**config.mk**
```make
export PLATFORM = sky130hd
export DESIGN_NAME = width_conv_fifo_flat
export DESIGN_NICKNAME = d
export VERILOG_FILES = /design/src/rtl/width_conv_fifo_pkg.sv /design/src/rtl/width_conv_fifo_if.sv /design/src/rtl/width_conv_fifo_ptr_ctrl.sv /design/src/rtl/width_conv_fifo.sv /design/src/flat_wrapper.sv
export SDC_FILE = /design/constraint.sdc
export NUM_CORES = 1
export LEC_CHECK = 0
export ABC_AREA = 1
export CAP_MARGIN = 15
export CORE_MARGIN = 8
export CORE_UTILIZATION = 55
export DETAILED_ROUTE_END_ITERATION = 8
export PLACE_DENSITY = 0.89
export SLEW_MARGIN = 25
export SYNTH_ARGS = -nofsm -noshare
export SYNTH_HDL_FRONTEND = slang
export SYNTH_SLANG_ARGS = --single-unit
```
**constraint.sdc**
```tcl
create_clock -name clk -period 2.8 [get_ports clk]
set_input_delay 0.56 -clock clk [delete_from_list [all_inputs] [get_ports clk]]
set_output_delay 0.56 -clock clk [all_outputs]
set_load 0.02 [all_outputs]
```
**src/rtl/width_conv_fifo_pkg.sv**
```systemverilog
// Shared helpers for the down-converting FIFO and its pointer controller.
// Latency: none (elaboration-time functions only).
// Backpressure: not applicable.
package width_conv_fifo_pkg;

    // $clog2 that never yields 0, so a one-value counter still gets one bit
    function automatic int clog2_min1(input int value);
        return (value <= 2) ? 1 : $clog2(value);
    endfunction

    // number of output chunks carried by one input word
    function automatic int chunks_of(input int in_w, input int out_w);
        return in_w / out_w;
    endfunction

    // storage address width; depth is always >= 2 so this is plain clog2
    function automatic int addr_w_of(input int depth);
        return clog2_min1(depth);
    endfunction

    // input must split into whole chunks and depth must be a power of two >= 2
    function automatic bit params_legal(input int in_w, input int out_w, input int depth);
        return (out_w > 0) && (in_w >= out_w) && ((in_w % out_w) == 0) &&
               (depth >= 2) && ((depth & (depth - 1)) == 0);
    endfunction

endpackage

```
**src/rtl/width_conv_fifo_if.sv**
```systemverilog
// Wide-in / narrow-out stream bundle for the down-converting FIFO.
// Latency: none (wiring only).
// Backpressure: s_ready throttles the producer, m_ready throttles the FIFO.
interface width_conv_fifo_if #(
    parameter int IN_W  = 16,
    parameter int OUT_W = 4
);
    logic [IN_W-1:0]  s_data;
    logic             s_valid;
    logic             s_ready;
    logic [OUT_W-1:0] m_data;
    logic             m_valid;
    logic             m_ready;
    logic             m_last;

    // FIFO side: accepts wide words, emits narrow chunks
    modport slave (
        input  s_data, s_valid, m_ready,
        output s_ready, m_data, m_valid, m_last
    );

    // environment side: producer of words and consumer of chunks
    modport master (
        output s_data, s_valid, m_ready,
        input  s_ready, m_data, m_valid, m_last
    );
endinterface

```
**src/rtl/width_conv_fifo_ptr_ctrl.sv**
```systemverilog
// Read/write pointer pair with wrap bit, full/empty, fill level and threshold flags.
// Latency: flags follow pointers combinationally, one cycle after the causing edge.
// Backpressure: caller must only push when !full and only pop_word when !empty.
module fifo_ptr_ctrl
    import width_conv_fifo_pkg::*;
#(
    parameter int DEPTH         = 4,
    parameter int AFULL_MARGIN  = 1,
    parameter int AEMPTY_MARGIN = 1
) (
    input  logic                     clk,
    input  logic                     rst,
    input  logic                     flush,
    input  logic                     push,
    input  logic                     pop_word,
    output logic [$clog2(DEPTH)-1:0] wr_addr,
    output logic [$clog2(DEPTH)-1:0] rd_addr,
    output logic                     full,
    output logic                     empty,
    output logic [$clog2(DEPTH):0]   level,
    output logic                     almost_full,
    output logic                     almost_empty
);
    localparam int ADDR_W = addr_w_of(DEPTH);
    localparam int LVL_W  = ADDR_W + 1;
    localparam logic [LVL_W-1:0] AF_TH = LVL_W'(DEPTH - AFULL_MARGIN);
    localparam logic [LVL_W-1:0] AE_TH = LVL_W'(AEMPTY_MARGIN);

    logic [ADDR_W:0] wr_ptr;
    logic [ADDR_W:0] rd_ptr;

    // pointers advance on accepted strobes; rst and flush both rewind them to 0
    always_ff @(posedge clk) begin
        if (rst || flush) begin
            wr_ptr <= '0;
            rd_ptr <= '0;
        end else begin
            if (push) begin
                wr_ptr <= wr_ptr + 1'b1;
            end
            if (pop_word) begin
                rd_ptr <= rd_ptr + 1'b1;
            end
        end
    end

    assign wr_addr      = wr_ptr[ADDR_W-1:0];
    assign rd_addr      = rd_ptr[ADDR_W-1:0];
    assign empty        = (wr_ptr == rd_ptr);
    assign full         = (wr_ptr[ADDR_W] != rd_ptr[ADDR_W]) &&
                          (wr_ptr[ADDR_W-1:0] == rd_ptr[ADDR_W-1:0]);
    // modular difference is exact because the wrap bit doubles the pointer range
    assign level        = wr_ptr - rd_ptr;
    assign almost_full  = (level >= AF_TH);
    assign almost_empty = (level <= AE_TH);

endmodule

```
**src/rtl/width_conv_fifo.sv**
```systemverilog
// Down-converting FIFO: stores DEPTH wide words, emits OUT_W chunks LS-chunk first.
// Latency: a word written at edge N presents chunk 0 after edge N; no same-cycle pass-through.
// Backpressure: s_ready drops when full or flushing; chunk output holds while m_ready is low.
module width_conv_fifo
    import width_conv_fifo_pkg::*;
#(
    parameter int IN_W          = 16,
    parameter int OUT_W         = 4,
    parameter int DEPTH         = 4,
    parameter int AFULL_MARGIN  = 1,
    parameter int AEMPTY_MARGIN = 1
) (
    input  logic                   clk,
    input  logic                   rst,
    input  logic                   flush,
    width_conv_fifo_if.slave       bus,
    output logic [$clog2(DEPTH):0] level,
    output logic                   almost_full,
    output logic                   almost_empty
);
    localparam int CHUNKS = chunks_of(IN_W, OUT_W);
    localparam int CW     = clog2_min1(CHUNKS);
    localparam int ADDR_W = addr_w_of(DEPTH);
    localparam logic [CW-1:0] LAST_IDX = CW'(CHUNKS - 1);

    if (!params_legal(IN_W, OUT_W, DEPTH)) begin : g_param_check
        $error("width_conv_fifo: illegal parameters IN_W=%0d OUT_W=%0d DEPTH=%0d",
               IN_W, OUT_W, DEPTH);
    end

    logic [IN_W-1:0]   mem [DEPTH];
    logic [ADDR_W-1:0] wr_addr;
    logic [ADDR_W-1:0] rd_addr;
    logic              full;
    logic              empty;
    logic [CW-1:0]     chunk_idx;
    logic              s_rdy;
    logic              m_vld;
    logic              push;
    logic              pop;
    logic              on_last;
    logic              pop_word;

    // handshakes come from the pre-edge pointer state only
    assign s_rdy    = !full && !flush;
    assign m_vld    = !empty && !flush;
    assign push     = bus.s_valid && s_rdy;
    assign pop      = m_vld && bus.m_ready;
    assign on_last  = (chunk_idx == LAST_IDX);
    assign pop_word = pop && on_last;

    fifo_ptr_ctrl #(
        .DEPTH         (DEPTH),
        .AFULL_MARGIN  (AFULL_MARGIN),
        .AEMPTY_MARGIN (AEMPTY_MARGIN)
    ) u_ptr_ctrl (
        .clk          (clk),
        .rst          (rst),
        .flush        (flush),
        .push         (push),
        .pop_word     (pop_word),
        .wr_addr      (wr_addr),
        .rd_addr      (rd_addr),
        .full         (full),
        .empty        (empty),
        .level        (level),
        .almost_full  (almost_full),
        .almost_empty (almost_empty)
    );

    // storage takes accepted words only and is deliberately left unreset
    always_ff @(posedge clk) begin
        if (push && !rst) begin
            mem[wr_addr] <= bus.s_data;
        end
    end

    // chunk index steps per pop and wraps to 0 when the last chunk leaves
    always_ff @(posedge clk) begin
        if (rst || flush) begin
            chunk_idx <= '0;
        end else if (pop) begin
            chunk_idx <= on_last ? '0 : chunk_idx + 1'b1;
        end
    end

    logic [IN_W-1:0]  rd_word;
    logic [OUT_W-1:0] chunk_arr [CHUNKS];

    assign rd_word = mem[rd_addr];

    for (genvar g = 0; g < CHUNKS; g++) begin : g_chunk
        assign chunk_arr[g] = rd_word[g*OUT_W +: OUT_W];
    end

    assign bus.s_ready = s_rdy;
    assign bus.m_valid = m_vld;
    assign bus.m_data  = m_vld ? chunk_arr[chunk_idx] : '0;
    assign bus.m_last  = m_vld && on_last;

endmodule

```
**src/flat_wrapper.sv**
```systemverilog
// flat-port wrapper written by rule: the top's interface ports become plain ports
module width_conv_fifo_flat import width_conv_fifo_pkg::*;
#(
    parameter int IN_W          = 16,
    parameter int OUT_W         = 4,
    parameter int DEPTH         = 4,
    parameter int AFULL_MARGIN  = 1,
    parameter int AEMPTY_MARGIN = 1
)
  (clk, rst, flush, level, almost_full, almost_empty, bus_s_data, bus_s_valid, bus_m_ready, bus_s_ready, bus_m_data, bus_m_valid, bus_m_last);
  width_conv_fifo_if #(.IN_W(IN_W), .OUT_W(OUT_W)) bus_i ();
  input  logic clk;
  input  logic rst;
  input  logic flush;
  output logic [$clog2(DEPTH):0] level;
  output logic almost_full;
  output logic almost_empty;
  input wire logic [$bits(bus_i.s_data)-1:0] bus_s_data;
  input wire logic [$bits(bus_i.s_valid)-1:0] bus_s_valid;
  input wire logic [$bits(bus_i.m_ready)-1:0] bus_m_ready;
  output wire logic [$bits(bus_i.s_ready)-1:0] bus_s_ready;
  output wire logic [$bits(bus_i.m_data)-1:0] bus_m_data;
  output wire logic [$bits(bus_i.m_valid)-1:0] bus_m_valid;
  output wire logic [$bits(bus_i.m_last)-1:0] bus_m_last;
  assign bus_i.s_data = bus_s_data;
  assign bus_i.s_valid = bus_s_valid;
  assign bus_i.m_ready = bus_m_ready;
  assign bus_s_ready = bus_i.s_ready;
  assign bus_m_data = bus_i.m_data;
  assign bus_m_valid = bus_i.m_valid;
  assign bus_m_last = bus_i.m_last;
  width_conv_fifo #(.IN_W(IN_W), .OUT_W(OUT_W), .DEPTH(DEPTH), .AFULL_MARGIN(AFULL_MARGIN), .AEMPTY_MARGIN(AEMPTY_MARGIN)) u_core (.clk(clk), .rst(rst), .flush(flush), .bus(bus_i), .level(level), .almost_full(almost_full), .almost_empty(almost_empty));
endmodule
```
==> metrics.yaml <==
synth_edf_count: 64
report.final.slew_viol_count: 0
synth_top_area_frac: 0.548
fin_hold_ws_ns: 0.511
synth_common_cells: "nand2_1, inv_1, edfxtp_1, nand3_1, nor2_1"
post_cts_buffers: 0
yosysSeqAreaShare: 0.605
cp_data_required_time_ns: 2.24
rsz0062_at_grt: "no"
die_x_um: 95.8
root_buffer: "clkbuf_8"
vias_per_cell: 5.20
hold_buffers: 0
yosys_warnings: 0
initial_utilization: 0.562
grt_antenna_before_repair: 0
ant_nets: 0
first_global_vias: 2514
drt_first_pass_iters: 5
sw_frac_of_total: 0.191
globalRoute.totalOverflow: 0
critPathKind: "reg -> out"
clock_sinks: 74
cts_tree: "done"
fill_cells: 464
syn_inst: 356
synth_nets: 386
tns_ns: 0
first_iter_violations: 178
crit_fanout: 4
synthTopCellsByArea: "edfxtp_1, nand2_1, inv_1"
vias: 2493
die_h_um: 95.8
switching_power_uw: 390
drt-total-wl_mm: 6.98
r2r_end: "u_core.mem[3][11]"
area_growth_pct: 15.7
worst_ir_drop_vdd_mv: 0.263
async_flop_share: 0
htreeDepth: 3
p_leak_uw: 0.00181
start_kind: "flop"
cts.clk_slew.worst_paths_ns: 0.07
ys_seq_elements: 74
synth_largest_area_cell: "edfxtp_1"
reg2reg_from: "u_core.u_ptr_ctrl.wr_ptr[0]"
fin_skew_ns: 0.00841
endpoint: "almost_empty"
syn_area_per_cell_um2: 9.85
dp_hpwl_mm: 4.78
p_int_uw: 1650
layout_min_cycle_time_ns: 2.71
p_seq_frac: 0.592
slew_headroom: 0.627
cts_buffers: 9
r2r_cells: 8
worstMarginPinSlew_ns: 0.559
fmax_ghz: 0.370
core_um2: 6240
rows: 29
nets: 427
grt_max_degree: 33
gp_congestion: 0.844
endpoint_kind: "primary output"
power_density_nw_per_um2: 503
drive_gt1_frac: 0.102
cp-startpoint: "u_core.u_ptr_ctrl.wr_ptr[0]"
grt_usage: 0.166
setup_viol: 0
yosys_most_used_dff: "edfxtp_1"
wl_per_cell_um: 14.6
clk_latency_ns: 0.34
final_hold_viol_count: 0
r2r_slack_ns: 0.76
post_cts_resize_count: 9
grt_pass1_wl_mm: 11.5
cts_buffer_depth: 2
n_antenna_cell: 0
drv_cap: 0
clkPwrFrac: 0.365
combPwrFrac: 0.043
status: "finished clean"
synth.most_common_cell: "nand2_1"
ios: 33
synth_area_um2: 3510
hp-class: "reg -> reg"
ys_types: 22
drc: 0
arrival_ns: 2.15
dieArea_um2: 9190
fin_crit_sh: 0.966
io_buffer_count: 32
[state kept, by name, summed over array words and instances, names as in the netlist, named ones only]
register and cells:
u_core.u_ptr_ctrl.wr_ptr 3, u_core.chunk_idx 2, u_core.mem 64, u_core.u_ptr_ctrl.rd_ptr 3
[final cells by class]
class,count,area (um^2),share of cell area
flip-flops and latches,74,2120,0.523
multi-input cells,196,1020,0.251
repair buffers,41,363,0.0894
inverters,75,282,0.0694
clock buffers,12,135,0.0333
well taps,77,96.3,0.0237
clock inverters,4,42.5,0.0105
[power by group through the flow]
stage,sequential (uW),combinational (uW),clock (uW)
3_5_place_dp,1230,88.6,0
5_1_grt,1210,95.5,798
2_1_floorplan,1230,33.0,0
3_3_place_gp,1230,85.7,0
4_1_cts,1210,88.3,756
6_report,1210,88.1,745
[critical path, stage by stage, from the launching register on]
cell and delay [ns]:
dfxtp_1 0.34, inv_1 0.14, ha_1 0.17, inv_1 0.05, fa_1 0.43, xor2_2 0.20, nor2_1 0.12, dlygate4sd2_1 0.35
[metal layers]
| layer | global-route usage | up-vias | wire length (um) |
|---|---|---|---|
| met4 | 0.0935 | 0 | 160 |
| met1 | 0.191 | 1175 | 2820 |
| li1 | - | 1208 | - |
| met2 | 0.273 | 95 | 3450 |
| met5 | 0 | - | 0 |
| met3 | 0.0491 | 15 | 558 |
[worst min path at each step]
stage                                      startpoint                     endpoint  slack [ns]  cells past startpoint
final                     u_core.u_ptr_ctrl.wr_ptr[0]  u_core.u_ptr_ctrl.wr_ptr[0]        0.51                      2
after floorplan                   u_core.chunk_idx[1]          u_core.chunk_idx[1]        0.46                      2
after global placement    u_core.u_ptr_ctrl.wr_ptr[0]  u_core.u_ptr_ctrl.wr_ptr[0]        0.49                      2
after detailed placement  u_core.u_ptr_ctrl.wr_ptr[0]  u_core.u_ptr_ctrl.wr_ptr[0]        0.50                      2
after CTS                 u_core.u_ptr_ctrl.wr_ptr[0]  u_core.u_ptr_ctrl.wr_ptr[0]        0.51                      2
after global routing      u_core.u_ptr_ctrl.wr_ptr[0]  u_core.u_ptr_ctrl.wr_ptr[0]        0.55                      2
[per-stage QoR]
step / setup WS [ns] / power (uW) / instances / utilization / area, um^2
final: 0.0949 / 2040 / 479 / 0.650 / 4060
after global routing: 0.00792 / 2100 / 479 / 0.650 / 4060
after CTS: 0.0199 / 2050 / 479 / 0.652 / 4070
after detailed placement: 0.111 / 1320 / 463 / 0.626 / 3910
after global placement: 0.168 / 1320 / 463 / 0.626 / 3910
after floorplan: 0.337 / 1270 / 356 / - / 3510
[logic make-up (layout without fill, tap and decap cells)]
logic type	Yosys count	count (layout)	share of synthesized area
AND/OR/NAND/NOR	175	175	0.233
buffers and inverters	86	132	0.105
flip-flops	74	74	0.605
adder cells (fa/ha/maj)	9	9	0.0343
AO/OA/AOI/OAI	9	9	0.0136
XOR/XNOR	3	3	0.00964
[cell usage in the layout (no fill, tap or decap), types with 3 or more instances in the layout]
cell type / Yosys / routed
a21oi_1: 8 / 8
clkdlybuf4s50_1: 0 / 21
dlygate4sd2_1: 0 / 4
nand2_4: 3 / 3
inv_1: 72 / 72
nor2_1: 16 / 16
clkbuf_2: 0 / 5
nand3_1: 49 / 49
dfxtp_1: 10 / 10
ha_1: 8 / 8
nand2_1: 97 / 97
clkbuf_1: 0 / 3
inv_2: 3 / 3
buf_4: 2 / 9
clkbuf_8: 0 / 9
edfxtp_1: 64 / 64
nor3b_2: 4 / 4
Power figures use the tool's default switching activity.
